## config.mk

```make
export PLATFORM = sky130hd
export DESIGN_NAME = pc_fetch_unit
export DESIGN_NICKNAME = d
export VERILOG_FILES = /design/src/rtl/pc_fetch_unit.sv
export SDC_FILE = /design/constraint.sdc
export NUM_CORES = 1
export LEC_CHECK = 0
export CORE_MARGIN = 4
export CORE_UTILIZATION = 40
export CTS_CLUSTER_SIZE = 10
export DETAILED_ROUTE_END_ITERATION = 16
export GPL_TIMING_DRIVEN = 0
export PLACE_DENSITY = 0.81
export SKIP_CTS_REPAIR_TIMING = 1
export SYNTH_ARGS = -nofsm -noshare
export SYNTH_HDL_FRONTEND = slang
export SYNTH_SLANG_ARGS = --single-unit
export TNS_END_PERCENT = 100
```

## constraint.sdc

```tcl
create_clock -name clk -period 1.7 [get_ports clk]
set_input_delay 0.34 -clock clk [delete_from_list [all_inputs] [get_ports clk]]
set_output_delay 0.34 -clock clk [all_outputs]
set_load 0.03 [all_outputs]
```

## src/rtl/pc_fetch_unit.sv

```systemverilog
// Instruction fetch unit: one outstanding imem request, branch redirect with response squash.
// Optional macro MISALIGN_TRAP_EN: misaligned redirect targets raise a sticky flag and halt fetch.
module pc_fetch_unit #(
  parameter logic [31:0] RESET_VECTOR = 32'h0000_0000
) (
  input  logic        clk,
  input  logic        rst,
  input  logic        in_branch_taken,
  input  logic [31:0] in_branch_address,
  input  logic        in_stall,
  output logic        imem_req,
  output logic [31:0] imem_addr,
  input  logic        imem_ready,
  input  logic [31:0] imem_rdata,
  output logic [31:0] out_pc,
  output logic [31:0] out_instr,
  output logic        out_valid
`ifdef MISALIGN_TRAP_EN
  ,
  output logic        out_misalign
`endif
);

`ifdef MISALIGN_TRAP_EN
  typedef enum logic [1:0] {IDLE, FETCH, HOLD, HALT} state_e;
`else
  typedef enum logic [1:0] {IDLE, FETCH, HOLD} state_e;
`endif

  state_e      state_q;
  logic [31:0] fetch_pc_q;
  logic [31:0] req_addr_q;
  logic        squash_q;
  logic        imem_req_q;
  logic        out_valid_q;
  logic [31:0] out_pc_q;
  logic [31:0] out_instr_q;
  logic [31:0] target_d;
`ifdef MISALIGN_TRAP_EN
  logic        misalign_q;
  logic        bad_target_d;
`endif

  always_comb begin
`ifdef MISALIGN_TRAP_EN
    target_d     = in_branch_address;
    bad_target_d = in_branch_taken && (in_branch_address[1:0] != 2'b00);
`else
    target_d     = in_branch_address & 32'hFFFF_FFFC;
`endif
  end

  // req_addr_q is the address of the request on the bus; fetch_pc_q may run ahead of it
  // while a squashed response is still outstanding.
  always_ff @(posedge clk) begin
    if (rst) begin
      state_q     <= IDLE;
      fetch_pc_q  <= RESET_VECTOR;
      req_addr_q  <= RESET_VECTOR;
      squash_q    <= 1'b0;
      imem_req_q  <= 1'b0;
      out_valid_q <= 1'b0;
      out_pc_q    <= '0;
      out_instr_q <= '0;
`ifdef MISALIGN_TRAP_EN
      misalign_q  <= 1'b0;
`endif
    end else begin
      case (state_q)
        IDLE: begin
          state_q    <= FETCH;
          imem_req_q <= 1'b1;
          if (in_branch_taken) begin
            fetch_pc_q <= target_d;
            req_addr_q <= target_d;
          end else begin
            req_addr_q <= fetch_pc_q;
          end
        end
        FETCH: begin
          if (in_branch_taken) begin
            fetch_pc_q <= target_d;
            if (imem_ready) begin
              req_addr_q <= target_d;
              squash_q   <= 1'b0;
            end else begin
              squash_q   <= 1'b1;
            end
          end else if (imem_ready) begin
            if (squash_q) begin
              squash_q   <= 1'b0;
              req_addr_q <= fetch_pc_q;
            end else begin
              out_pc_q    <= req_addr_q;
              out_instr_q <= imem_rdata;
              out_valid_q <= 1'b1;
              fetch_pc_q  <= req_addr_q + 32'd4;
              imem_req_q  <= 1'b0;
              state_q     <= HOLD;
            end
          end
        end
        HOLD: begin
          if (in_branch_taken) begin
            out_valid_q <= 1'b0;
            fetch_pc_q  <= target_d;
            req_addr_q  <= target_d;
            imem_req_q  <= 1'b1;
            state_q     <= FETCH;
          end else if (!in_stall) begin
            out_valid_q <= 1'b0;
            req_addr_q  <= fetch_pc_q;
            imem_req_q  <= 1'b1;
            state_q     <= FETCH;
          end
        end
`ifdef MISALIGN_TRAP_EN
        HALT: begin
        end
`endif
        default: state_q <= IDLE;
      endcase
`ifdef MISALIGN_TRAP_EN
      // Trap overrides whatever the state case decided this cycle.
      if (bad_target_d && (state_q != HALT)) begin
        misalign_q  <= 1'b1;
        state_q     <= HALT;
        imem_req_q  <= 1'b0;
        out_valid_q <= 1'b0;
        squash_q    <= 1'b0;
      end
`endif
    end
  end

  assign imem_req  = imem_req_q;
  assign imem_addr = req_addr_q;
  assign out_pc    = out_pc_q;
  assign out_instr = out_instr_q;
  assign out_valid = out_valid_q;
`ifdef MISALIGN_TRAP_EN
  assign out_misalign = misalign_q;
`endif

endmodule

```

# Word level (Yosys, flattened, before mapping)
# Index checks and enable logic that the tools add are counted.
[classes]
addsub = 1
n_eq_ne = 9
muxes = 33
bitwise = 2
n_reduce_logical = 13
[ops]
columns = ["operator", "n"]
rows = [
  ["32-bit two-way mux", 10],
  ["32-bit one-hot mux with 3 select lines", 1],
  ["32-bit one-hot mux with 2 select lines", 1],
  ["32-bit by 3-bit adder with 32-bit output, second input constant", 1],
  ["1-bit two-way mux", 13],
  ["3-bit inequality test, second input constant", 4],
  ["4-bit AND reduction", 3],
  ["2-bit two-way mux", 5],
  ["5-bit AND reduction", 2],
  ["2-bit inequality test, second input constant", 3],
  ["2-bit one-hot mux with 3 select lines", 1],
  ["2-bit nonzero test", 3],
  ["1-bit one-hot mux with 3 select lines", 1],
  ["3-bit AND reduction", 1],
  ["3-bit nonzero test", 1],
  ["2-bit by 1-bit equality test with 1-bit output, second input constant", 1],
  ["2-bit equality test, second input constant", 1],
  ["2-bit logical NOT", 1],
  ["1-bit NOT", 2],
  ["1-bit one-hot mux with 2 select lines", 1],
  ["2-bit AND reduction", 1],
  ["2-bit OR reduction", 1],
]
[totals]
register_bits = 133
word_cells = 66

# Logic depth before layout (Yosys ltp)
# Gate-level depths: netlist of run 1.
[depth]
word_depth = 5
ltp_mapped = 9
depth_no_buf = 6

# Worst setup path after synthesis of run 1
# Ideal clock, no wire load.
[synth_path]
path_kind = "register to register"
start = "reg req_addr_q[2] (netlist: imem_addr[2])"
end = "reg fetch_pc_q[14]"
setup_time_ns = 0.137
arrival_ns = 2.011
required_ns = 1.563
setup_slack_ns = -0.449
path_stages_with_launch = 7
path_buffers = 0
path_cell_list = "dfxtp_1 ha_1 nand3_2 nor3_1 mux2_2 a221oi_1 a211oi_1"
[synth_via]
elab_chain_cells = 5
[synth_lines]
columns = ["item", "line_no", "text"]
rows = [
  ["start: declaration", "32", "logic [31:0] req_addr_q;"],
  ["start signal: assignment", "75", "req_addr_q <= target_d;"],
  ["start signal: assignment", "77", "req_addr_q <= fetch_pc_q;"],
  ["start signal: assignment", "84", "req_addr_q <= target_d;"],
  ["32-bit by 3-bit adder with 32-bit output", "97", "fetch_pc_q <= req_addr_q + 32'd4;"],
  ["32-bit two-way mux", "90", "if (squash_q) begin"],
  ["32-bit two-way mux", "89", "end else if (imem_ready) begin"],
  ["32-bit two-way mux", "81", "if (in_branch_taken) begin"],
  ["32-bit one-hot mux with 2 select lines", "69", "case (state_q)"],
  ["end signal: assignment", "74", "fetch_pc_q <= target_d;"],
  ["end signal: assignment", "82", "fetch_pc_q <= target_d;"],
  ["end signal: assignment", "97", ""],
  ["end: declaration", "31", "logic [31:0] fetch_pc_q;"],
]
# No other way between the ends. The select of a mux whose other input is x is not followed.
# A chain may end at the register's enable or synchronous reset.

# Worst setup path after layout of run 1
# Ends and elaborated chain as after synthesis.

==> results of run 1 <==
## cells in the final DEF, fill, tap and decap left out, drive strengths merged, types with 16 or more instances in the layout
master         count
dlymetal6s2s      99
dfxtp            133
clkdlybuf4s50     63
xor2              16
clkbuf            56
a22oi             17
a211oi            41
a21oi             82
o21ai             21
o22ai             17
mux2i             30
nor2              58
buf               40
nand2            140
## power by group through the flow
stage / Sequential [uW] / Combinational [uW] / Clock [uW]
2_1_floorplan: 3750 / 564 / 0
3_3_place_gp: 3560 / 1340 / 0
3_5_place_dp: 3570 / 1360 / 0
4_1_cts: 3500 / 1370 / 3600
5_1_grt: 3540 / 1550 / 3770
6_report: 3520 / 1470 / 3560
## registers in the layout (all words and copies together) (netlist names)
| signal | cells |
|---|---|
| out_instr | 32 |
| fetch_pc_q | 32 |
| squash_q | 1 |
| state_q | 2 |
| imem_req | 1 |
| imem_addr | 32 |
| out_valid | 1 |
| out_pc | 32 |
## area by class of cell
| type | count | area (sq um) | area share |
|---|---|---|---|
| Sequential cell | 133 | 2710 | 0.302 |
| Clock buffer | 20 | 478 | 0.0532 |
| Clock inverter | 12 | 103 | 0.0114 |
| Tap cell | 180 | 225 | 0.0251 |
| Buffer | 55 | 303 | 0.0337 |
| Inverter | 7 | 26.3 | 0.00293 |
| Timing Repair Buffer | 183 | 2050 | 0.228 |
| Multi-Input combinational cell | 507 | 3090 | 0.344 |
## kinds of logic (layout without fill, tap and decap cells)
family,after synthesis,after routing,synth area share
adder cells (fa/ha/maj),1,1,0.00215
flip-flops,133,133,0.458
buffers and inverters,62,277,0.0456
AO/OA/AOI/OAI,196,197,0.209
XOR/XNOR,24,24,0.0361
AND/OR/NAND/NOR,254,254,0.197
multiplexers,31,31,0.0535
## metrics by stage
| step | hold WS (ps) | setup TNS, ps | instance area (sq um) |
|---|---|---|---|
| global route | 242 | -1780 | 8980 |
| CTS | 376 | -40710 | 8290 |
| floorplan | 437 | -58.7 | 5870 |
| global placement | 440 | -79630 | 7710 |
| finish | 242 | -218 | 8980 |
| detailed placement | 447 | -84060 | 7710 |
## worst max-delay path: cells and delay by family, from the launching register on
kind	cells	cell delay, ps
flops	1	410
compound gates	2	360
simple gates	2	350
mux	1	340
fa+ha+maj	1	170
## per-layer routing
metal | vias to the layer above | global-route usage | share of wire
met5 | - | 0 | 0.00063
met4 | 2 | 0.0729 | 0.029
met3 | 69 | 0.0768 | 0.10
met2 | 357 | 0.377 | 0.47
met1 | 2885 | 0.278 | 0.39
li1 | 2893 | - | -
## final timing paths
path | startpoint | to | slack (ps)
max | imem_addr[2]$_SDFFE_PP0P_ | fetch_pc_q[14]$_SDFFE_PP0P_ | -80
min | imem_ready | squash_q$_SDFFE_PP0P_ | 240
max reg2reg | imem_addr[2]$_SDFFE_PP0P_ | fetch_pc_q[14]$_SDFFE_PP0P_ | -80
min reg2reg | out_instr[10]$_SDFFE_PP0P_ | out_instr[10]$_SDFFE_PP0P_ | 450
==> impl_summary.md, run 1 <==
Power
Of the total power, combinational logic draws 0.172. In this run the static leakage power is 0.00488 uW. The switching power share of the total is 0.287.

The switching power is 2450 uW. The sequential fraction of design power is 0.412. The largest vdd supply drop is 601 uV. The power per cell area is 952 nW/um^2. The share of power burned in the clock network is 0.416. The total power is 8540 uW.

The internal portion of the total power is 6090 uW.

Synthesis
Of the post-synthesis cell area, the dominant cell type holds 0.458. The most used flip-flop cell after synthesis is sky130_fd_sc_hd__dfxtp_1. The share of the yosys chip area belonging to registers is 0.458. The netlist area before placement is 5820 sq um.

Counting flops with an async set or reset pin after synthesis yields a share of 0. The cell count after synthesis came out at 701. sky130_fd_sc_hd__nand2_1 is the most common cell in the netlist. Sorting the synthesized cells by area gives the leading types as sky130_fd_sc_hd__dfxtp_1, sky130_fd_sc_hd__nand2_1, sky130_fd_sc_hd__a21oi_1.

The register bit count reported by yosys is 133. The net count of the mapped netlist is 771. The count of synthesis-stage warnings from yosys is 0.

The post-synthesis cell type count is 49. The average cell area after synthesis is 8.30 sq um. The count of flip-flops with a built-in enable after synthesis is 0. The biggest area contributor in the post-synthesis netlist is sky130_fd_sc_hd__dfxtp_1.

The commonest cells after synthesis are sky130_fd_sc_hd__nand2_1, sky130_fd_sc_hd__dfxtp_1, sky130_fd_sc_hd__a21oi_1.

Detailed routing
After detailed routing, the total wire length is 20700 um. The number of design rule violations left after detail routing is 0. Using the TritonRoute via totals, the vias-per-cell ratio works out to 5.66. The first-pass iteration count of the detailed router is 5. The detailed router finished its first iteration with 567 violations. In the final routed layout, each cell accounts on average for 18.8 um. The total via count after detailed routing is 6206. Once detail routing completed, the nets flagged for antenna violations numbered 0.

Critical path
The highest fanout seen on the critical path is 8. STA puts the critical path data required time at 1980 ps. The worst setup path is launched from a flip-flop. The start-to-end type of the worst setup path is flip-flop to flip-flop. The sort of element at the end of the critical path is a flip-flop. The critical path goes through ha_4 > nand3_4 > nor3_4 > mux2_4 > a221oi_4 > a211oi_2.

The number of cells on the worst reg-to-reg path is 6. The arrival time of data at the critical path endpoint is 2060 ps. On the critical path, the stage with the largest delay is an instance of sky130_fd_sc_hd__dfxtp_4. The highest cell delay on the worst timing path is 410 ps.

Floorplan
For this configuration, the core starts out at a cell density of 0.414. The region available for standard cell placement spans 14000 sq um. The number of primary I/O pins is 167.

The full die area is 16500 sq um. Row generation in the floorplan step produced 43 rows. The die is 129 um tall. The floorplan step set the die width to 129 um.

CTS
In this run, CTS created clock tree buffers numbering 17. The later-pin clock latency in the skew report is 420 ps. In this run the clock root is driven by a sky130_fd_sc_hd__clkbuf_16. The buffer depth of the longest clock path is 2. Clock-pin slew was measured on the worst setup and hold paths at 60 ps. The maximum level of the CTS H-tree is 4. The clock net in this run drives a total of 133 sinks. TritonCTS built the clock tree.

Status
The checks that failed: negative setup slack. The flow ran to the end, but the final reports show violations.

Placement
The post-placement setup slack is -784 ps. Detailed placement ended at an HPWL of 13700 um. The count of buffers added on input and output ports is 162.

At the end of routability-driven placement, the weighted congestion stood at 0.894. In this run, placement finished with an instance count of 1043.

Cells and area
The growth of design area from synthesis to finish is 54.2%. The repair_antennas step left the layout with diodes totalling 0. In the final layout, the share of cells above drive strength 1 is 0.145. The fill cell instance count of the final layout is 1088. The count of non-filler cells in the finished layout is 1097. At the end of the flow the core is filled with cells to 0.639. For this run, the post-layout net count is 974.

Worst hold path
The min-delay analysis places its worst path in the category input port to flip-flop. The worst hold path was traced through 2 stages.

Global route
The initial antenna violation count is 1. The number of global-route vias before repair is 5728. Entering global routing, the biggest net connects 17 pins. The first-pass GRT wire length is 29700 um. The sum of overflow across all layers after global routing is 0.

The global router's overall resource usage is 0.227.

STA
The worst pin sits at a relative slew slack of 0.505. For this run, the top clock speed supported by timing is 0.561 GHz. The max-slew violation count came to 0. Setup violations remaining at the end of the flow were counted as 9.

Counting I/O delays and the setup requirement, the final critical path takes 1780 ps. The number of hold violations in the final report is 0. Setup repair after global routing could not meet its margin everywhere. Once routing completed, OpenROAD measured the worst setup slack at -82.7 ps.

The actual transition at the worst max-transition pin is 742 ps. The period utilization is 1.05. On the final layout, the worst clock skew is 6.48 ps.

Run
Max-cap violations in this run came to 0.
Power figures use the tool's default switching activity.
==> inputs of run 2 (changes only) <==
--- a/config.mk
+++ b/config.mk
@@ -10,7 +10,7 @@
 export CTS_CLUSTER_SIZE = 10
 export DETAILED_ROUTE_END_ITERATION = 16
 export GPL_TIMING_DRIVEN = 0
-export PLACE_DENSITY = 0.81
+export PLACE_DENSITY = 0.78
 export SKIP_CTS_REPAIR_TIMING = 1
 export SYNTH_ARGS = -nofsm -noshare
 export SYNTH_HDL_FRONTEND = slang
==> constraint.sdc (replaced) <==
create_clock -name clk -period 1.8 [get_ports clk]
set_input_delay 0.36 -clock clk [delete_from_list [all_inputs] [get_ports clk]]
set_output_delay 0.36 -clock clk [all_outputs]
set_load 0.03 [all_outputs]
==> run 2 against run 1 <==
The run now ends clean. Cell area down 0.99%. Power down 2.1%. Core utilization down 0.63 points. Via count down 3.6%. Worst setup slack better by 130 ps. Sequential share of layout area up 0.17 points. Register-to-register slack better by 130 ps. Combinational power down 9%. Sequential power down 5.7%. Clock power up 4%. Wire length down 6.3%. Highest routed layer is now met4.
==> impl_summary.md, run 2 (same netlist as run 1, synthesis figures left out) <==
Status
The run finished with clean final reports.

CTS
The clock reaches the later pin of the worst-skew pair after 420 ps. The cell at the root of the clock tree is sky130_fd_sc_hd__clkbuf_16. Buffers inserted during clock tree synthesis total 17.

The clock passes through at most 2 buffers. The H-tree generated during clock tree synthesis spans 4 levels. TritonCTS built the clock tree. The clock drives 133 sinks.

Clock-pin slew was measured on the worst setup and hold paths at 60 ps.

Power
Of the total power, registers draw 0.396. The switching power share of the total is 0.273. The leakage power total is 0.00485 uW.

The internal power of the cells totals 6090 uW. The share of total power dissipated in the clock network is 0.444. IR analysis of the VDD net gives a maximum drop of 801 uV. Of the total power, combinational logic draws 0.160. In this run the power spent charging and discharging nets is 2280 uW. Dividing total power by cell area gives a power density of 941 nW/um^2.

Critical path
The sort of element at the end of the critical path is a flip-flop. The worst reg2reg path startpoint is imem_addr[6]$_SDFFE_PP0P_. The arrival time of data at the critical path endpoint is 2090 ps. The critical path startpoint is imem_addr[6]$_SDFFE_PP0P_. In this run the worst setup path terminates at fetch_pc_q[22]$_SDFFE_PP0P_.

The worst register-to-register path has a depth of 6. The critical path is of the flip-flop to flip-flop type. Of all nets on the critical path, the largest fanout is 8. The required time of the worst setup path is 2140 ps. The worst-case register-to-register setup slack is 50 ps.

The capturing point of the worst reg2reg path is fetch_pc_q[22]$_SDFFE_PP0P_. STA classifies the critical path startpoint as a flip-flop.

STA
Adding up every negative setup slack in the final design gives 0 ps. The number of hold violations in the final report is 0. Setup violations remaining at the end of the flow were counted as 0. Setup repair after global routing could not meet its margin everywhere. The top achievable clock speed is 0.571 GHz. The routed design could run at a clock period as short as 1750 ps.

The max-slew violation count is 0. In the finished design, the share of the clock period the worst path needs comes to 0.973. The actual transition at the worst max-transition pin is 674 ps. The post-layout worst setup margin is 48.2 ps. The post-route clock skew is 10.8 ps. The worst pin sits at a relative slew slack of 0.551. On the final layout, the worst hold slack is 249 ps.

Floorplan
In this run the core area contains 43 standard-cell rows. In this run the vertical extent of the chip is 129 um. The full die area is 16500 sq um. The effective utilization at floorplan is 0.414.

The area of the core is 14000 sq um. The die is 129 um wide. 167 I/O pins were placed.

Global route
The initial antenna violation count is 1. The first-pass GRT wire length is 29300 um. Entering global routing, the biggest net connects 17 pins. The global router's overall resource usage is 0.224. Global routing finished with a remaining overflow of 0. The number of global-route vias before repair is 5620.

Cells and area
The leading cell type in the layout, fill and taps excluded is sky130_fd_sc_hd__nand2_1. The final net count is 964. The fraction of layout cells with a size suffix above 1 is 0.129.

The register cell area after layout is 2700 sq um. The growth of design area from synthesis to finish is 52.7%. The fill cell instance count of the final layout is 1137. The library cells used most frequently in the layout, excluding fill and tap cells, are sky130_fd_sc_hd__nand2_1, sky130_fd_sc_hd__dfxtp_1, sky130_fd_sc_hd__dlymetal6s2s_1, sky130_fd_sc_hd__a21oi_1, sky130_fd_sc_hd__clkdlybuf4s50_1. The area taken by multi-input logic gates is 3040 sq um.

Worst hold path
In this run the worst hold path is classified as input port to flip-flop.

Placement
The post-placement setup slack is -683 ps. The routability-driven placement congestion ratio is 0.904. Detailed placement finished with a half-perimeter wire length of 13500 um.

The total of buffers placed on input and output ports is 162.

Detailed routing
The number of design rule violations left after detail routing is 0. The routed design has 19400 um of wire. Using the TritonRoute via totals, the vias-per-cell ratio works out to 5.50.

The routed length per instance is 17.8 um. The detail route stage leaves a number of antenna-violating nets equal to 0. The first detailed-routing pass took 5 iterations. For this block, the via count after detailed routing is 5984. The number of violations reported at the end of detailed-routing iteration 0 is 518.

Run
Across the run, the number of max-cap violations was 0.
==> run 2: routing by layer <==
layer  track usage  share of wire  up-vias
met5             0              0        -
met4        0.0599          0.017        0
met3        0.0693          0.083       30
met2         0.363           0.47      271
met1         0.290           0.42     2812
li1              -              -     2871
==> run 2: worst min-delay path by stage <==
stage / startpoint / end / slack [ps] / cells past startpoint
after floorplan: fetch_pc_q[0]$_SDFFE_PP0P_ / imem_addr[0]$_SDFFE_PP0P_ / 450 / 2
final: imem_ready / squash_q$_SDFFE_PP0P_ / 250 / 2
after detailed placement: out_pc[10]$_SDFFE_PP0P_ / out_pc[10]$_SDFFE_PP0P_ / 450 / 2
after CTS: in_branch_taken / fetch_pc_q[10]$_SDFFE_PP0P_ / 390 / 4
after global placement: out_pc[28]$_SDFFE_PP0P_ / out_pc[28]$_SDFFE_PP0P_ / 440 / 2
after global routing: imem_ready / squash_q$_SDFFE_PP0P_ / 260 / 2
==> run 2: area by class of cell <==
cell class	count	area share
Clock buffer	20	0.0514
Tap cell	180	0.0253
Buffer	53	0.0317
Inverter	7	0.00296
Clock inverter	12	0.0199
Timing Repair Buffer	176	0.223
Antenna cell	1	0.000282
Multi-Input combinational cell	506	0.343
Sequential cell	133	0.303
==> run 2: per-stage QoR <==
step / std cells / cell area (sq um) / util / total power (uW)
6_report: 1088 / 8890 / 0.633 / 8370
2_1_floorplan: 701 / 5840 / - / 4070
5_1_grt: 1088 / 8890 / 0.633 / 8660
4_1_cts: 1075 / 8320 / 0.593 / 8340
3_3_place_gp: 1043 / 7690 / 0.548 / 4630
3_5_place_dp: 1043 / 7690 / 0.548 / 4650
==> run 2: worst max-delay path, cell delays in order (launching register included) <==
cell and delay, ps:
sky130_fd_sc_hd__dfxtp_4 400, sky130_fd_sc_hd__nand3_4 180, sky130_fd_sc_hd__buf_4 200, sky130_fd_sc_hd__nor4_4 390, sky130_fd_sc_hd__nand3_1 150, sky130_fd_sc_hd__xor2_1 170, sky130_fd_sc_hd__o22ai_1 180
==> run 2: power groups by stage <==
stage                     logic [uW]  registers (uW)  clock network [uW]
after CTS                       1290            3300                3740
after detailed placement        1280            3370                   0
final                           1340            3320                3710
after global routing            1430            3340                3890
after global placement          1270            3360                   0
after floorplan                  530            3540                   0
